## config.mk

```make
export PLATFORM = sky130hd
export DESIGN_NAME = otl_cfg_cmd
export DESIGN_NICKNAME = d
export VERILOG_FILES = /design/src/rtl/otl_cfg_cmd.sv
export SDC_FILE = /design/constraint.sdc
export NUM_CORES = 1
export LEC_CHECK = 0
export ABC_AREA = 1
export BUFFER_PORTS_ARGS = -buffer_cell sky130_fd_sc_hd__buf_2
export CORE_ASPECT_RATIO = 0.8
export CORE_MARGIN = 2
export CORE_UTILIZATION = 30
export DETAILED_ROUTE_END_ITERATION = 7
export SYNTH_ARGS = -nofsm -noshare
export SYNTH_HDL_FRONTEND = slang
export SYNTH_SLANG_ARGS = --single-unit
```

## constraint.sdc

```tcl
create_clock -name clk -period 2.5 [get_ports clk]
set_input_delay 0 -clock clk [delete_from_list [all_inputs] [get_ports clk]]
set_output_delay 0 -clock clk [all_outputs]
set_load 0.02 [all_outputs]
```

## src/rtl/otl_cfg_cmd.sv

```systemverilog
// otl_cfg_cmd
// Byte-stream command decoder in front of the configuration register memory.
// It parses opcode/address/data bytes from a valid/ready byte channel, issues
// memory writes and reads, and streams the response bytes back out.
//
// Commands:
//   0x57 addr d0..d(NB-1)  write, data LSB first, response 0x06
//   0x52 addr              read, response is NB data bytes, LSB first
//   other                  response 0x15 plus an err pulse
// An inter-byte timeout in ADDR/WDATA drops a half-received command.
//
// Ports:
//   clk, reset            clock, asynchronous active-low reset
//   rx_data/valid/ready   command byte input channel
//   tx_data/valid/ready   response byte output channel
//   wraddr/wrdata/wrvalid/wrready  memory write port
//   rdaddr/rdready/rddata/rdvalid  memory read port (rdready is a strobe)
//   err                   one-cycle pulse on NAK or timeout
module otl_cfg_cmd #(
  parameter int DATAW = 32,
  parameter int ADDRW = 4,
  parameter int TMO   = 1023
) (
  input  logic             clk,
  input  logic             reset,
  input  logic [7:0]       rx_data,
  input  logic             rx_valid,
  output logic             rx_ready,
  output logic [7:0]       tx_data,
  output logic             tx_valid,
  input  logic             tx_ready,
  output logic [ADDRW-1:0] wraddr,
  output logic [DATAW-1:0] wrdata,
  output logic             wrvalid,
  input  logic             wrready,
  output logic [ADDRW-1:0] rdaddr,
  output logic             rdready,
  input  logic [DATAW-1:0] rddata,
  input  logic             rdvalid,
  output logic             err
);

  localparam int NB = DATAW / 8;
  localparam int CW = (NB > 1) ? $clog2(NB) : 1;
  localparam int TW = (TMO > 0) ? $clog2(TMO + 1) : 1;

  localparam logic [CW-1:0] CNT_LAST = CW'(NB - 1);
  // Counter value seen in the TMO-th idle cycle after the last accepted byte.
  localparam logic [TW-1:0] TMO_LAST = TW'((TMO > 0) ? TMO - 1 : 0);

  localparam logic [7:0] OP_WR = 8'h57;
  localparam logic [7:0] OP_RD = 8'h52;
  localparam logic [7:0] RSP_ACK = 8'h06;
  localparam logic [7:0] RSP_NAK = 8'h15;

  typedef enum logic [3:0] {
    S_IDLE,
    S_ADDR,
    S_WDATA,
    S_WCOMMIT,
    S_RREQ,
    S_RWAIT,
    S_RTX,
    S_ACK,
    S_NAK
  } state_t;

  state_t           state_q, state_d;
  logic             is_wr_q, is_wr_d;
  logic [CW-1:0]    cnt_q, cnt_d;
  logic [TW-1:0]    tmo_q, tmo_d;
  logic [DATAW-1:0] sh_q, sh_d;
  logic [7:0]       tx_data_q, tx_data_d;
  logic             tx_valid_q, tx_valid_d;
  logic [ADDRW-1:0] wraddr_q, wraddr_d;
  logic [DATAW-1:0] wrdata_q, wrdata_d;
  logic             wrvalid_q, wrvalid_d;
  logic [ADDRW-1:0] rdaddr_q, rdaddr_d;
  logic             rdready_q, rdready_d;
  logic             err_q, err_d;

  logic rx_acc;
  logic tx_hs;
  logic tmo_hit;

  // rx_ready is a pure state decode so the sender never sees a
  // combinational path from its own rx_valid.
  assign rx_ready = (state_q == S_IDLE) || (state_q == S_ADDR) ||
                    (state_q == S_WDATA);

  assign rx_acc  = rx_valid && rx_ready;
  assign tx_hs   = tx_valid_q && tx_ready;
  assign tmo_hit = (TMO > 0) && (tmo_q == TMO_LAST);

  always_comb begin
    state_d    = state_q;
    is_wr_d    = is_wr_q;
    cnt_d      = cnt_q;
    tmo_d      = tmo_q;
    sh_d       = sh_q;
    tx_data_d  = tx_data_q;
    tx_valid_d = tx_valid_q;
    wraddr_d   = wraddr_q;
    wrdata_d   = wrdata_q;
    wrvalid_d  = wrvalid_q;
    rdaddr_d   = rdaddr_q;
    rdready_d  = 1'b0;
    err_d      = 1'b0;

    case (state_q)
      S_IDLE: begin
        if (rx_acc) begin
          tmo_d = '0;
          if (rx_data == OP_WR) begin
            is_wr_d = 1'b1;
            state_d = S_ADDR;
          end else if (rx_data == OP_RD) begin
            is_wr_d = 1'b0;
            state_d = S_ADDR;
          end else begin
            err_d      = 1'b1;
            tx_valid_d = 1'b1;
            tx_data_d  = RSP_NAK;
            state_d    = S_NAK;
          end
        end
      end

      S_ADDR: begin
        if (rx_acc) begin
          tmo_d = '0;
          cnt_d = '0;
          if (is_wr_q) begin
            wraddr_d = rx_data[ADDRW-1:0];
            state_d  = S_WDATA;
          end else begin
            rdaddr_d  = rx_data[ADDRW-1:0];
            rdready_d = 1'b1;  // registered, so high for the RREQ cycle
            state_d   = S_RREQ;
          end
        end else if (tmo_hit) begin
          err_d   = 1'b1;
          state_d = S_IDLE;
        end else begin
          tmo_d = tmo_q + TW'(1);
        end
      end

      S_WDATA: begin
        if (rx_acc) begin
          tmo_d = '0;
          wrdata_d[{cnt_q, 3'b000} +: 8] = rx_data;
          cnt_d = cnt_q + CW'(1);
          if (cnt_q == CNT_LAST) begin
            wrvalid_d = 1'b1;
            state_d   = S_WCOMMIT;
          end
        end else if (tmo_hit) begin
          // Abandon the partial word; wrvalid is never raised.
          err_d   = 1'b1;
          state_d = S_IDLE;
        end else begin
          tmo_d = tmo_q + TW'(1);
        end
      end

      S_WCOMMIT: begin
        if (wrready) begin
          wrvalid_d  = 1'b0;
          tx_valid_d = 1'b1;
          tx_data_d  = RSP_ACK;
          state_d    = S_ACK;
        end
      end

      S_RREQ: begin
        state_d = S_RWAIT;
      end

      S_RWAIT: begin
        if (rdvalid) begin
          // First byte goes straight to the output register; the shift
          // register holds the bytes still to come.
          tx_data_d  = rddata[7:0];
          sh_d       = rddata >> 8;
          tx_valid_d = 1'b1;
          cnt_d      = '0;
          state_d    = S_RTX;
        end
      end

      S_RTX: begin
        if (tx_hs) begin
          if (cnt_q == CNT_LAST) begin
            tx_valid_d = 1'b0;
            state_d    = S_IDLE;
          end else begin
            tx_data_d = sh_q[7:0];
            sh_d      = sh_q >> 8;
            cnt_d     = cnt_q + CW'(1);
          end
        end
      end

      S_ACK, S_NAK: begin
        if (tx_hs) begin
          tx_valid_d = 1'b0;
          state_d    = S_IDLE;
        end
      end

      default: begin
        tx_valid_d = 1'b0;
        wrvalid_d  = 1'b0;
        state_d    = S_IDLE;
      end
    endcase
  end

  always_ff @(posedge clk or negedge reset) begin
    if (!reset) begin
      state_q    <= S_IDLE;
      is_wr_q    <= 1'b0;
      cnt_q      <= '0;
      tmo_q      <= '0;
      sh_q       <= '0;
      tx_data_q  <= '0;
      tx_valid_q <= 1'b0;
      wraddr_q   <= '0;
      wrdata_q   <= '0;
      wrvalid_q  <= 1'b0;
      rdaddr_q   <= '0;
      rdready_q  <= 1'b0;
      err_q      <= 1'b0;
    end else begin
      state_q    <= state_d;
      is_wr_q    <= is_wr_d;
      cnt_q      <= cnt_d;
      tmo_q      <= tmo_d;
      sh_q       <= sh_d;
      tx_data_q  <= tx_data_d;
      tx_valid_q <= tx_valid_d;
      wraddr_q   <= wraddr_d;
      wrdata_q   <= wrdata_d;
      wrvalid_q  <= wrvalid_d;
      rdaddr_q   <= rdaddr_d;
      rdready_q  <= rdready_d;
      err_q      <= err_d;
    end
  end

  assign tx_data  = tx_data_q;
  assign tx_valid = tx_valid_q;
  assign wraddr   = wraddr_q;
  assign wrdata   = wrdata_q;
  assign wrvalid  = wrvalid_q;
  assign rdaddr   = rdaddr_q;
  assign rdready  = rdready_q;
  assign err      = err_q;

endmodule

```

* Yosys cells after proc, flatten, opt, wreduce, memory -nomap -nowiden
Index checks and enable logic that the tools add are counted.
** Storage, ports and cells
- Register bits :: 101
- Input bits :: 46
- Output and inout bits :: 53
- Word-level logic and storage cells :: 133
** Operators by class
- $add $sub $neg :: 3
- Equal/unequal tests :: 26
- Shifts and indexed selects :: 2
- Multiplexer cells :: 61
- Bitwise gates (word level) :: 3
- Reductions and logical operators :: 25
** Operators with widths (count)
- $mux 32 :: 3
- $pmux 32 s2 :: 1
- $mux 8 :: 7
- $mux 4 :: 12
- $bwmux 32 :: 1
- $pmux 4 s8 :: 1
- $pmux 8 s4 :: 1
- $shift 8x7->32 const A :: 1
- $shiftx 8x7->32 :: 1
- $mux 10 :: 3
- $ne 2x2->1 const B :: 11
- $mux 1 :: 21
- $pmux 10 s2 :: 1
- $eq 4x3->1 const B :: 4
- $eq 8x7->1 const B :: 2
- $reduce_and 3->1 :: 4
- $add 10x1->10 const B :: 1
- $eq 10x10->1 const B :: 1
- $mux 2 :: 5
- $reduce_and 9->1 :: 1
- $eq 4x2->1 const B :: 2
- $pmux 2 s4 :: 1
- $reduce_and 4->1 :: 2
- $reduce_and 8->1 :: 1
- 24 further kinds :: 32

* Logic depth before layout (Yosys ltp)
- Depth after elaboration :: 6
- Depth in mapped cells :: 11
- Mapped depth without buffers :: 11

* Least setup slack after synthesis
OpenSTA, ideal clock, no wires.
- Path type :: reg-to-reg
- Start :: register cnt_q[0]
- End :: register wrdata_q[0], in the netlist wrdata[0]
- Setup time :: 0.066 ns
- Data arrival time :: 1.910 ns
- Data required time :: 2.434 ns
- Setup slack :: 0.523 ns
- Stages on the path, launching flop included :: 7
- Path buffers :: 1
- Period minus slack after synthesis :: 1.977 ns
- Cell sequence :: dfrtp_1 -> clkbuf_1 -> inv_1 -> ha_1 -> nor3b_1 -> nand3_1 -> nand2_1
** Between the ends
- Longest elaborated chain between the ends :: 3
- Elaborated cells on any way between the ends :: 4
- Those cells by class :: add/sub (1); shift (2); mux (1)
** Ends and longest elaborated chain
- start, declared :: line 70 : logic [CW-1:0] cnt_q, cnt_d;
- start signal, assigned :: line 238 : cnt_q <= cnt_d;
- $neg 5->7 (*) :: line 152 : wrdata_d[{cnt_q, 3'b000} +: 8] = rx_data;
- $shiftx 8x7->32 or $shift 8x7->32 (tied branches) :: line 152
- $bwmux 32 (*) :: line 152
- end signal, assigned :: line 244 : wrdata_q <= wrdata_d;
- end, declared :: line 76 : logic [DATAW-1:0] wrdata_q, wrdata_d;
Mark *: on every way between the ends. The rest lies on a longest branch, timed or not.
A chain may end at the register's enable or synchronous reset.

* Final worst setup path
- Start :: register state_q[0]
- End :: register tx_data_q[0], in the netlist tx_data[0]
** Between the ends
- Longest elaborated chain between the ends :: 6
- Elaborated cells on any way between the ends :: 19
- Those cells by class :: eq/ne (12); mux (1); reduce/logical (6)
** Ends and longest elaborated chain
- start, declared :: line 68 : state_t state_q, state_d;
- start signal, assigned :: line 236 : state_q <= state_d;
- $eq 4x1->1 or $logic_not 4->1 (tied branches) :: line 88, 110
- $logic_or 1x1->1 (2 in series) :: line 88 : assign rx_ready = (state_q == S_IDLE) || (state_q == S_ADDR) ||
- $logic_and 1x1->1 :: line 91 : assign rx_acc = rx_valid && rx_ready;
- $ne 2x2->1 (no source line)
- $reduce_and 8->1 (no source line)
- end signal, assigned :: line 241 : tx_data_q <= tx_data_d;
- end, declared :: line 73 : logic [7:0] tx_data_q, tx_data_d;
Parallel ways exist; a longest one is shown, timed or not.

==> results by stage <==
Detailed routing:
- The routed length on met2 is 5660 µm.
- The DRC marker count from the first detailed-route iteration is 277.
- The first-pass detailed-route iteration total is 5.
- Using the TritonRoute via totals, the vias-per-cell ratio works out to 4.64.
- Summed over all layers, the routed wires come to 13100 µm.
- Once detail routing completed, the nets flagged for antenna violations numbered 0.
- The via total after detailed routing is 4484.
- The top routing layer in use is met4.
- The routed wire length per instance is 13.6 µm.
- The number of remaining DRC errors is 0.
- Wire segments on met3 add up to 595 µm in the final route.
- In the final routing, the length of wire on met1 measures 6650 µm.

STA:
- Setup repair after global routing left no endpoint under its margin.
- Derived from the worst setup path, the maximum achievable clock frequency is 492 MHz.
- The max-slew violation count is 0.
- The setup TNS is 0 ns.
- The number of setup violations in the final report is 0.
- The transition time at the pin with the least slew margin is 0.683 ns.
- The worst path in the final design needs a cycle of 2.03 ns, including I/O delays and setup.
- The number of failing hold endpoints at the final stage is 1.
- The worst pin sits at a relative slew slack of 54.4%.
- The final worst hold slack is -0.00275 ns.
- The final clock period utilization by the worst path is 81.4%.
- The final setup skew is 0.00802 ns.

Synth:
- Counting every instance in the synthesized netlist gives 609.
- The mapped netlist covers 5000 µm².
- The number of unique standard cell types used by synthesis is 38.
- Of all cell types, the one taking the most synthesized area is dfrtp_1.
- The number of warnings reported in the yosys synthesis log is 0.
- After synthesis, the cell types taking the most area are dfrtp_1, nand2_1, nand3_1.
- The proportion of netlist area held by the largest area contributor is 46.5%.
- Counting every net in the synthesized netlist gives 663.
- Synthesis inferred 93 register bits.
- The average instance in the mapped netlist occupies 8.21 µm².
- Summing the sequential cell areas from Yosys gives 46.5% of the chip area.

Setup path:
- In this run the critical register-to-register path is captured at tx_data[0].
- The reg2reg setup slack is 0.47 ns.
- STA classifies the critical path endpoint as a flip-flop.
- The data required time of the worst path is 2.75 ns.
- At the worst endpoint, the arrival time is 2.28 ns.
- The category of the worst setup path launch point is a flip-flop.
- Counting cells, the worst reg-to-reg path comes to 9.
- In this run the critical register-to-register path is launched from state_q[0].
- The biggest fanout along the worst timing path is 35.
- The critical path is of the reg2reg type.

Job:
- The reported max-cap violation count is 0.

Floorplanning:
- The initial standard-cell utilization of the core is 30.4%.
- The die outline height is 119 µm.
- The die covers 17700 µm².
- The die is 148 µm wide.
- The placeable core area is 16400 µm².
- In this run the core area contains 42 standard-cell rows.
- The total I/O pin count is 99.

Global routing:
- The initial antenna violation count is 0.
- The maximum number of pins on one net before global-route repair is 52.
- Global routing finished with a remaining overflow of 0.
- The number of global-route vias before repair was 4268.
- Global routing used 15.2% of the available tracks.
- The first global-routing pass estimated 21300 µm of wire.

Hold path:
- The path class of the tightest hold or removal check is in2reg.
- Counting instances, the worst hold path has a depth of 3.
- For hold timing, the worst endpoint is sh_q[0].
- The worst hold path begins at rddata[8].

Pwr:
- Power spread over the standard cell area amounts to 638 nW/µm².
- The worst-case vdd ir drop is 427 µV.
- For this design the static power due to leakage is 3.32 nW.

Finish:
- The library cells used most frequently in the layout, excluding fill and tap cells, are nand2_1, buf_2, dfrtp_1.
- The signed area change from the synthesized netlist to the final layout is 27.8%.
- Leaving out fill and tap cells, the most frequent cell in the layout is nand2_1.
- After the last flow step, the layout net total stands at 795.
- The repair_antennas step left the layout with diodes totalling 0.
- Cells with a size suffix above 1 make up 25.7% of the layout.
- Excluding fillers, the count of instances in the completed layout stands at 966.

Outcome:
- The final reports fail on hold timing.
- The flow ran to the end, but the final reports show violations.

CTS:
- The latest clock arrival within the worst-skew pair is 0.36 ns.
- Clock-pin slew was measured on the worst setup and hold paths at 0.07 ns.
- TritonCTS created 9 clock buffers.
- The number of buffers on the longest clock path is 2.
- For this design, the sink count on the clock tree is 93.
- In this run the clock root is driven by a clkbuf_16.
- The count of instances resized after the clock tree is built is 0.
- The TritonCTS clock tree is done.
- The count of H-tree levels built during CTS is 3.

Placed design:
- The number of placed instances with taps included is 917.
- The congestion estimate from routability-driven global placement came to 0.925.
- Detailed placement finished with a half-perimeter wire length of 9150 µm.
- Port buffering added 98 buffers.
==> cells in the mapped netlist <==
cell / instances
a21oi_1: 5
o211ai_2: 10
buf_6: 3
o21ai_0: 50
nand2_2: 13
nand2_1: 152
nor2_1: 30
nor2_2: 8
inv_2: 7
nor3b_1: 1
nand4_1: 10
nand3_1: 72
nand3b_2: 1
dfrtp_1: 93
inv_1: 65
nand3b_1: 1
o211ai_1: 5
clkinv_2: 1
a21o_1: 3
nand2_4: 4
buf_4: 3
buf_1: 1
o21a_1: 1
buf_8: 1
a21oi_4: 1
o21ai_2: 15
clkinv_4: 1
clkbuf_1: 5
o22ai_1: 1
o2111ai_1: 1
o21ai_1: 18
nor2_8: 1
nor3_1: 3
o21bai_1: 2
ha_1: 8
nor2_4: 8
buf_2: 3
or2_2: 2
==> power breakdown <==
part | internal [mW] | switching [mW] | total [mW]
clock network | 0.915 | 0.631 | 1.55
logic | 0.273 | 0.595 | 0.868
registers | 1.60 | 0.0685 | 1.67
total | 2.79 | 1.29 | 4.08
==> through the flow <==
step / hold WS [ns] / total power [mW] / setup slack (ns) / cell area [µm²] / util (%)
floorplan: -0.296 / 2.25 / 0.523 / 5000 / -
global placement: 0.0858 / 2.52 / 0.519 / 5730 / 34.8
detailed placement: 0.0906 / 2.52 / 0.456 / 5730 / 34.8
CTS: 0.00196 / 4.13 / 0.450 / 6390 / 38.9
global route: 0.0338 / 4.28 / 0.249 / 6390 / 38.9
finish: -0.00275 / 4.08 / 0.466 / 6390 / 38.9
==> critical path: stages (launching register included) <==
cell and delay [ns]:
dfrtp_1 0.48, inv_1 0.14, nand2_1 0.09, nor2_4 0.15, buf_4 0.37, nor2_1 0.14, a21oi_4 0.29, nand2_4 0.12
nand2_1 0.09, nand2_1 0.05
==> how the worst max path moves through the flow <==
stage	cells after the start	start	to
final	9	state_q[0]	tx_data[0]
after global routing	9	state_q[0]	tx_data[0]
after CTS	9	state_q[0]	tx_data[0]
after detailed placement	9	state_q[0]	tx_data[0]
after global placement	9	state_q[1]	sh_q[19]
after floorplan	6	cnt_q[0]	wrdata[0]
==> repair_timing <==
action | 4_1_cts | 5_1_grt
endpoints found under the setup margin | 0 | 0
buffers inserted | 0 | 0
hold endpoints to repair | 93 | 0
hold buffers | 33 | 0
==> routing by layer <==
layer,vias up,global-route usage (%)
met5,-,0
met4,0,5.00
met3,18,3.54
met2,106,22.4
met1,2103,22.0
li1,2257,-
==> logic make-up (layout without fill, tap and decap cells) <==
kind of cell,after synthesis,after routing,synth area share (%)
and+or+nand+nor,306,306,28.9
AOI/OAI and AO/OA,112,112,14.7
DFF,93,93,46.5
buffers and inverters,90,227,7.85
adders and majority gates,8,8,2.00
==> sequential cells by signal (all words and copies together), names as in the netlist, 2 cells and up <==
signal   flops
wraddr       4
cnt_q        2
wrdata      32
state_q      4
tmo_q       10
sh_q        24
tx_data      8
rdaddr       4
==> area by class of cell <==
| cell class | count | area [µm²] |
|---|---|---|
| fill | 1677 | 10100 |
| sequential | 93 | 2330 |
| multi-input combinational | 426 | 2280 |
| timing repair buffer | 137 | 893 |
| inverter | 74 | 284 |
| tap | 220 | 275 |
| clock buffer | 10 | 239 |
| clock inverter | 6 | 93.8 |
Note: power is estimated with default switching activity, not from simulation.
